$ cat src/rtl/video_pkg.sv
// Raster timing constants and the small bundles shared by the video path.
package video_pkg;

  localparam int VGA_H_ACTIVE = 640;
  localparam int VGA_H_FP     = 16;
  localparam int VGA_H_SYNC   = 96;
  localparam int VGA_H_BP     = 48;
  localparam int VGA_V_ACTIVE = 480;
  localparam int VGA_V_FP     = 10;
  localparam int VGA_V_SYNC   = 2;
  localparam int VGA_V_BP     = 33;

  localparam int VGA_H_TOTAL  = 800;
  localparam int VGA_V_TOTAL  = 525;

  localparam int MAX_TOTAL    = 1024;
  localparam int MAX_PIX_LAT  = 4;

  typedef struct packed {
    logic [7:0] r, g, b;
  } rgb_t;

  typedef struct packed {
    logic hs, vs, de;
  } vctl_t;

  function automatic logic in_win(
    input logic [9:0] v,
    input logic [9:0] lo,
    input logic [9:0] hi
  );
    return (v >= lo) && (v <= hi);
  endfunction

endpackage

$ cat src/rtl/sig_delay.sv
// Fixed-depth shift register with a synchronous reset to a chosen idle value.
module sig_delay #(
  parameter int              WIDTH   = 1,
  parameter int              DEPTH   = 1,
  parameter logic [WIDTH-1:0] RST_VAL = '0
) (
  input  logic             i_clk,
  input  logic             i_rst,
  input  logic [WIDTH-1:0] i_d,
  output logic [WIDTH-1:0] o_q
);

  if (DEPTH < 1) begin : g_bad_depth
    $error("sig_delay: DEPTH must be >= 1");
  end

  logic [WIDTH-1:0] r_sr [DEPTH];

  always_ff @(posedge i_clk) begin
    if (i_rst) begin
      for (int i = 0; i < DEPTH; i++) begin
        r_sr[i] <= RST_VAL;
      end
    end else begin
      r_sr[0] <= i_d;
      for (int i = 1; i < DEPTH; i++) begin
        r_sr[i] <= r_sr[i-1];
      end
    end
  end

  assign o_q = r_sr[DEPTH-1];

endmodule

$ cat src/rtl/video_timing.sv
// Raster counters for the renderer plus an aligned rgb/sync/de pixel stream.
module video_timing
  import video_pkg::*;
#(
  parameter int H_ACTIVE  = VGA_H_ACTIVE,
  parameter int H_FP      = VGA_H_FP,
  parameter int H_SYNC    = VGA_H_SYNC,
  parameter int H_BP      = VGA_H_BP,
  parameter int V_ACTIVE  = VGA_V_ACTIVE,
  parameter int V_FP      = VGA_V_FP,
  parameter int V_SYNC    = VGA_V_SYNC,
  parameter int V_BP      = VGA_V_BP,
  parameter bit HSYNC_POL = 1'b0,
  parameter bit VSYNC_POL = 1'b0,
  parameter int PIX_LAT   = 0
) (
  input  logic       clk,
  input  logic       rst,
  output logic [9:0] x,
  output logic [9:0] y,
  input  logic [7:0] r,
  input  logic [7:0] g,
  input  logic [7:0] b,
  output logic [7:0] out_r,
  output logic [7:0] out_g,
  output logic [7:0] out_b,
  output logic       out_hsync,
  output logic       out_vsync,
  output logic       out_de,
  output logic       frame_start,
  output logic       line_start
);

  localparam int H_TOTAL = H_ACTIVE + H_FP + H_SYNC + H_BP;
  localparam int V_TOTAL = V_ACTIVE + V_FP + V_SYNC + V_BP;

  if (H_TOTAL > MAX_TOTAL || V_TOTAL > MAX_TOTAL) begin : g_bad_total
    $error("video_timing: H_TOTAL/V_TOTAL exceed 1024");
  end
  if (PIX_LAT < 0 || PIX_LAT > MAX_PIX_LAT) begin : g_bad_lat
    $error("video_timing: PIX_LAT out of range 0..4");
  end

  localparam logic [9:0] HT_M1 = 10'(H_TOTAL - 1);
  localparam logic [9:0] VT_M1 = 10'(V_TOTAL - 1);
  localparam logic [9:0] HA_W  = 10'(H_ACTIVE);
  localparam logic [9:0] VA_W  = 10'(V_ACTIVE);
  localparam logic [9:0] HS_LO = 10'(H_ACTIVE + H_FP);
  localparam logic [9:0] HS_HI = 10'(H_ACTIVE + H_FP + H_SYNC - 1);
  localparam logic [9:0] VS_LO = 10'(V_ACTIVE + V_FP);
  localparam logic [9:0] VS_HI = 10'(V_ACTIVE + V_FP + V_SYNC - 1);

  localparam vctl_t CTL_IDLE = '{
    hs: ~HSYNC_POL,
    vs: ~VSYNC_POL,
    de: 1'b0
  };

  logic [9:0] r_x;
  logic [9:0] r_y;
  rgb_t       r_rgb;
  logic       w_x_wrap;
  vctl_t      w_ctl0;
  vctl_t      w_ctl_out;

  assign w_x_wrap = (r_x == HT_M1);

  always_ff @(posedge clk) begin
    if (rst) begin
      r_x <= '0;
      r_y <= '0;
    end else begin
      r_x <= w_x_wrap ? '0 : r_x + 10'd1;
      if (w_x_wrap) begin
        r_y <= (r_y == VT_M1) ? '0 : r_y + 10'd1;
      end
    end
  end

  assign w_ctl0.de = (r_x < HA_W) && (r_y < VA_W);
  assign w_ctl0.hs = in_win(r_x, HS_LO, HS_HI) ? HSYNC_POL : ~HSYNC_POL;
  assign w_ctl0.vs = in_win(r_y, VS_LO, VS_HI) ? VSYNC_POL : ~VSYNC_POL;

  // one extra stage beyond the renderer latency matches the rgb register
  sig_delay #(
    .WIDTH   ($bits(vctl_t)),
    .DEPTH   (PIX_LAT + 1),
    .RST_VAL (CTL_IDLE)
  ) u_ctl_dly (
    .i_clk (clk),
    .i_rst (rst),
    .i_d   (w_ctl0),
    .o_q   (w_ctl_out)
  );

  always_ff @(posedge clk) begin
    if (rst) begin
      r_rgb <= '0;
    end else begin
      r_rgb <= rgb_t'{r, g, b};
    end
  end

  assign x           = r_x;
  assign y           = r_y;
  assign out_hsync   = w_ctl_out.hs;
  assign out_vsync   = w_ctl_out.vs;
  assign out_de      = w_ctl_out.de;
  assign out_r       = w_ctl_out.de ? r_rgb.r : 8'h00;
  assign out_g       = w_ctl_out.de ? r_rgb.g : 8'h00;
  assign out_b       = w_ctl_out.de ? r_rgb.b : 8'h00;
  assign line_start  = !rst && (r_x == '0);
  assign frame_start = line_start && (r_y == '0);

endmodule

$ cat config.mk
export PLATFORM = sky130hd
export DESIGN_NAME = video_timing
export DESIGN_NICKNAME = d
export VERILOG_FILES = /design/src/rtl/video_pkg.sv /design/src/rtl/sig_delay.sv /design/src/rtl/video_timing.sv
export SDC_FILE = /design/constraint.sdc
export NUM_CORES = 1
export LEC_CHECK = 0
export CAP_MARGIN = 25
export CORE_AREA = 2 2 50 98
export CTS_CLUSTER_DIAMETER = 100
export DETAILED_ROUTE_END_ITERATION = 8
export DIE_AREA = 0 0 52 100
export PLACE_DENSITY = 0.81
export SETUP_SLACK_MARGIN = 0.4
export SKIP_CTS_REPAIR_TIMING = 1
export SYNTH_ARGS = -nofsm -noshare
export SYNTH_HDL_FRONTEND = slang
export SYNTH_SLANG_ARGS = --single-unit
$ cat constraint.sdc
create_clock -name clk -period 2.6 [get_ports clk]
set_input_delay 0.52 -clock clk [delete_from_list [all_inputs] [get_ports clk]]
set_output_delay 0.52 -clock clk [all_outputs]
set_load 0.02 [all_outputs]
Word-level counts from Yosys, hierarchy flattened
Memories as Yosys holds them, arrays and structs flattened.
Cells that the tools add are included.
{"block": "totals", "reg_bits": 44, "ramBits": 3, "input_bits": 26, "output_inout_bits": 49, "elab_cells": 37, "n_memories": 1}
{"memory": "u_ctl_dly.r_sr", "depth": 1, "word_bits": 3, "read_ports": 1, "rd_clocked_by_memory_dff": 0, "wr": 1, "line_no": "sig_delay.sv:17", "rtl": "logic [WIDTH-1:0] r_sr [DEPTH];"}
{"block": "classes", "addsub": 2, "magnitude_cmp": 6, "n_eq_ne": 2, "n_mux": 11, "n_reduce_logical": 10}
{"op": "8-bit two-way mux", "n": 3}
{"op": "10-bit by 1-bit adder with 10-bit output (second input constant)", "n": 2}
{"op": "10-bit equality test (second input constant)", "n": 2}
{"op": "10-bit zero test", "n": 2}
{"op": "10-bit greater-or-equal comparator (second input constant)", "n": 1}
{"op": "10-bit by 9-bit greater-or-equal comparator with 1-bit output (second input constant)", "n": 1}
{"op": "10-bit less-or-equal comparator (second input constant)", "n": 1}
{"op": "10-bit by 9-bit less-or-equal comparator with 1-bit output (second input constant)", "n": 1}
{"op": "10-bit less-than comparator (second input constant)", "n": 1}
{"op": "10-bit by 9-bit less-than comparator with 1-bit output (second input constant)", "n": 1}
{"op": "10-bit two-way mux", "n": 1}
{"op": "1-bit two-way mux", "n": 6}
{"op": "1-bit logical AND", "n": 5}
{"op": "3-bit two-way mux", "n": 1}
{"op": "3-bit OR reduction", "n": 1}
{"op": "2-bit OR reduction", "n": 1}
{"op": "1-bit zero test", "n": 1}

Logic depth before layout (Yosys ltp)
{"block": "depth", "depth_word": 4, "mapped_depth": 6, "mapped_depth_nobuf": 6}

Modules after synthesis
A second synthesis with hierarchy kept.
{"block": "unflattened", "cells_unflattened": 214, "area_unflattened_um2": 1961.9}
{"module": "video_timing", "n_inst": 1, "cells_per_inst": 208, "area_per_inst_um2": 1883.1, "seq_area_each_um2": 880.8}
{"module": "sig_delay", "n_inst": 1, "cells_per_inst": 6, "area_per_inst_um2": 78.8, "seq_area_each_um2": 60.1}

Worst setup path after synthesis
Ideal clock, no wire load.
{"block": "synth_path", "path_type": "register to output", "startpoint": "reg r_x[0], in the netlist x[0]", "endpoint": "out frame_start", "arrival_ps": 2137, "t_required_ps": 2080, "path_slack_ps": -57, "path_stages_with_launch": 6, "n_path_buf": 0, "path_cell_list": "dfxtp_1 > inv_1 > ha_1 > or4b_1 > nor4_1 > and4_1"}
{"block": "synth_between", "elab_chain_len": 3}
{"item": "from (decl)", "line_no": "video_timing.sv:59", "rtl": "logic [9:0] r_x;"}
{"item": "from (signal assigned)", "line_no": "video_timing.sv:73", "rtl": "r_x <= w_x_wrap ? '0 : r_x + 10'd1;"}
{"item": "10-bit zero test", "line_no": "video_timing.sv:112", "rtl": "assign line_start = !rst && (r_x == '0);"}
{"item": "1-bit logical AND", "line_no": "video_timing.sv:112"}
{"item": "via line_start", "line_no": "video_timing.sv:31", "rtl": "output logic line_start"}
{"item": "1-bit logical AND", "line_no": "video_timing.sv:113", "rtl": "assign frame_start = line_start && (r_y == '0);"}
{"item": "to (decl)", "line_no": "video_timing.sv:30", "rtl": "output logic frame_start,"}
The timed path passes the listed nets, and every way through them passes these cells.

Worst setup path after layout
{"block": "layout_path", "startpoint": "reg r_x[1], in the netlist x[1]", "endpoint": "out frame_start"}
{"block": "layout_between", "elab_chain_len": 3}
{"item": "10-bit zero test", "line_no": "video_timing.sv:112"}
{"item": "1-bit logical AND", "line_no": "video_timing.sv:112"}
{"item": "1-bit logical AND", "line_no": "video_timing.sv:113"}
No other way between the ends.

==> results.sh <==
export IMPL_status="finished, final reports clean"
export IMPL_maxSlewViolCount=0
export IMPL_drive_gt1_frac=0.136
export IMPL_start_util=0.444
export IMPL_cap_violations=0
export IMPL_n_fill_cell=381
export IMPL_synth_cell_types=35
export IMPL_htree_levels=2
export IMPL_setup_violations=0
export IMPL_pre_cts_slack_ps=-155
export IMPL_via_per_inst=5.08
export IMPL_fin_worst_skew_ps=4.03
export IMPL_worstHoldEndpoint="y[1]"
export IMPL_design_die_area_sq_um=5200
export IMPL_clockBufferDepth=2
export IMPL_clkTransAtPathRegs_ps=80
export IMPL_die_w_um=52
export IMPL_drc=0
export IMPL_synth_yosys_warnings=0
export IMPL_ant_nets=0
export IMPL_intPower_w=0.00110
export IMPL_fmax_mhz=421
export IMPL_synth_seq_cells=47
export IMPL_swShare=0.229
export IMPL_seq_area_frac_synth=0.470
export IMPL_relSlewSlack=0.726
export IMPL_grt_pass1_vias=1746
export IMPL_critPathArrivalTime_ps=1850
export IMPL_path_cells="inv_2 > ha_4 > or4b_4 > nor4_4 > and4_4 > buf_6"
export IMPL_cts_buffers=5
export IMPL_holdWs_ps=536
export IMPL_critical_path_class="register to output pin"
export IMPL_cts_sinks=47
export IMPL_syn_avg_cell_area_sq_um=9.35
export IMPL_leakagePower_nw=1.11
export IMPL_worstHoldStart="y[1]"
export IMPL_diodes=0
export IMPL_worstPathMaxFanout=2
export IMPL_met3_usage=0.0461
export IMPL_core_sq_um=4510
export IMPL_fin_crit_sh=0.913
export IMPL_hpwlAfterDp_um=3320
export IMPL_num_vias=1772
export IMPL_clockPowerShare=0.336
export IMPL_io_buffer_count=74
export IMPL_grt_max_degree=40
export IMPL_total_power_w=0.00142
export IMPL_grt_use_total=0.189
export IMPL_syn2layout_area_growth_pct=49.2
export IMPL_finalSetupTns_ps=0
export IMPL_drtIter0Drc=32
export IMPL_synth_edf_count=0
export IMPL_p_seq_frac=0.531
export IMPL_insertion_delay_ps=290
export IMPL_num_io_pins=75
export IMPL_whs_path_depth=2
export IMPL_clock_root_buffer="clkbuf_8"
export IMPL_grt_first_pass_wirelength_um=7570
export IMPL_use_met1=0.219
export IMPL_start_kind="register"
export IMPL_p_sw_w=0.000326
export IMPL_synth_top_area_frac=0.470
export IMPL_grt_remaining_overflow=0
export IMPL_irDropWorstVdd_mv=0.381
export IMPL_rsz0062_at_grt="yes"
export IMPL_worstMarginPinSlew_ps=410
export IMPL_synth_common_cells="dfxtp_1, nor2b_1, and2_1"
export IMPL_yosys_area_top_type="dfxtp_1"
export IMPL_reg2reg_depth=6
export IMPL_r2r_start="x[0]"
export IMPL_cp_required_ps=2080
export IMPL_synth_area_top_cells="dfxtp_1, nor2b_1, and2_1"
export IMPL_finalWorstSetupSlack_ps=225
export IMPL_wl_um=4640
export IMPL_async_reset_ff_frac=0
export IMPL_critPathSlowestCell="or4b_4"
export IMPL_r2r_end="y[2]"
export IMPL_min_path_type="register to register"
export IMPL_crit_path_max_incr_delay_ps=470
export IMPL_critPathCaptureType="output pin"
export IMPL_cts_tree="built"
export IMPL_yosysMostFrequentCell="dfxtp_1"
export IMPL_top_usage_layer="met2"
export IMPL_synthFlopType="dfxtp_1"
export IMPL_power_density_nw_per_um2=476
export IMPL_rows=35
export IMPL_nNetsFinal=323
export IMPL_avgRoutedWirePerCell_um=13.3
export IMPL_fin_crit_ps=2370
export IMPL_die_height_um=100
export IMPL_antenna_found_initial=0
export IMPL_netlist_instances=214
export IMPL_syn_cell_area_sq_um=2000
export IMPL_grt_use_met2=0.317
export IMPL_r2r_setup_slack_ps=550
export IMPL_firstDrtPassIters=4
export IMPL_power_frac_comb=0.134
export IMPL_gp_congestion=0.857
export IMPL_multiInputGateArea_sq_um=1020
export IMPL_synth_nets=244
export IMPL_hold_violations=0
export IMPL_register_area_sq_um=951
-- state kept, by name (all words and copies together), names as in the netlist --
register / flops
r_rgb: 24
x: 10
y: 10
u_ctl_dly.r_sr: 3
-- layout make-up --
type	count	share of cell area
multi-input cells	150	0.342
flip-flops and latches	47	0.319
repair buffers	84	0.274
well taps	55	0.0231
clock buffers	7	0.0323
inverters	5	0.00713
clock inverters	1	0.00252
-- stage by stage --
stage | instances | utilization | instance area (sq um)
after detailed placement | 341 | 0.633 | 2860
after global placement | 341 | 0.633 | 2860
after floorplan | 214 | - | 2030
after global routing | 349 | 0.662 | 2980
final | 349 | 0.662 | 2980
after CTS | 349 | 0.656 | 2960
-- logic make-up (layout without fill, tap and decap cells) --
family,count (synthesis),in the layout,share of synthesized area
DFF,47,47,0.470
xor gates and xnor gates,13,13,0.0569
buffers and inverters,17,97,0.0375
AOI/OAI and AO/OA,14,14,0.0406
adders and majority gates,4,4,0.0250
and+or+nand+nor,119,119,0.370
-- layout by cell type (no fill, tap or decap), drive strengths merged, types with 4 or more instances in the layout --
master | Yosys | routed
nand2 | 11 | 11
inv | 5 | 5
clkbuf | 8 | 7
nand3 | 8 | 8
clkdlybuf4s50 | 0 | 72
buf | 4 | 12
nor2b | 25 | 25
xor2 | 4 | 4
ha | 4 | 4
xnor2 | 9 | 9
dfxtp | 47 | 47
nand4 | 6 | 6
nor2 | 11 | 11
nor4 | 7 | 7
o21ai | 5 | 5
a21oi | 6 | 6
nor3 | 12 | 12
and2 | 24 | 24
-- layer usage --
| layer | share of wire | routed length [um] | up-vias |
|---|---|---|---|
| li1 | - | - | 875 |
| met5 | 0 | 0 | - |
| met1 | 0.41 | 1890 | 825 |
| met3 | 0.060 | 278 | 6 |
| met4 | 0.012 | 57 | 0 |
| met2 | 0.52 | 2410 | 66 |
-- worst max path at each step --
stage	from	cells past startpoint	slack (ps)	end
6_report	x[1]	6	230	frame_start
5_1_grt	x[1]	6	120	frame_start
4_1_cts	x[0]	6	-370	frame_start
3_5_place_dp	rst	6	-160	frame_start
3_3_place_gp	rst	6	-130	frame_start
2_1_floorplan	x[0]	5	380	frame_start
-- power by group through the flow --
stage	logic, W	clock network (W)	registers (W)
after detailed placement	0.000185	0	0.000771
final	0.000190	0.000477	0.000754
after CTS	0.000186	0.000491	0.000754
after global routing	0.000205	0.000523	0.000758
after floorplan	0.0000812	0	0.000774
after global placement	0.000180	0	0.000770
-- worst max-delay path, delay by kind of cell, from the launching register on --
kind          cells  cell delay [ps]
flops             1              330
fa+ha+maj         1              130
buf+inv           2              180
simple gates      3              920
No activity file was read; power rests on OpenSTA's default activity.
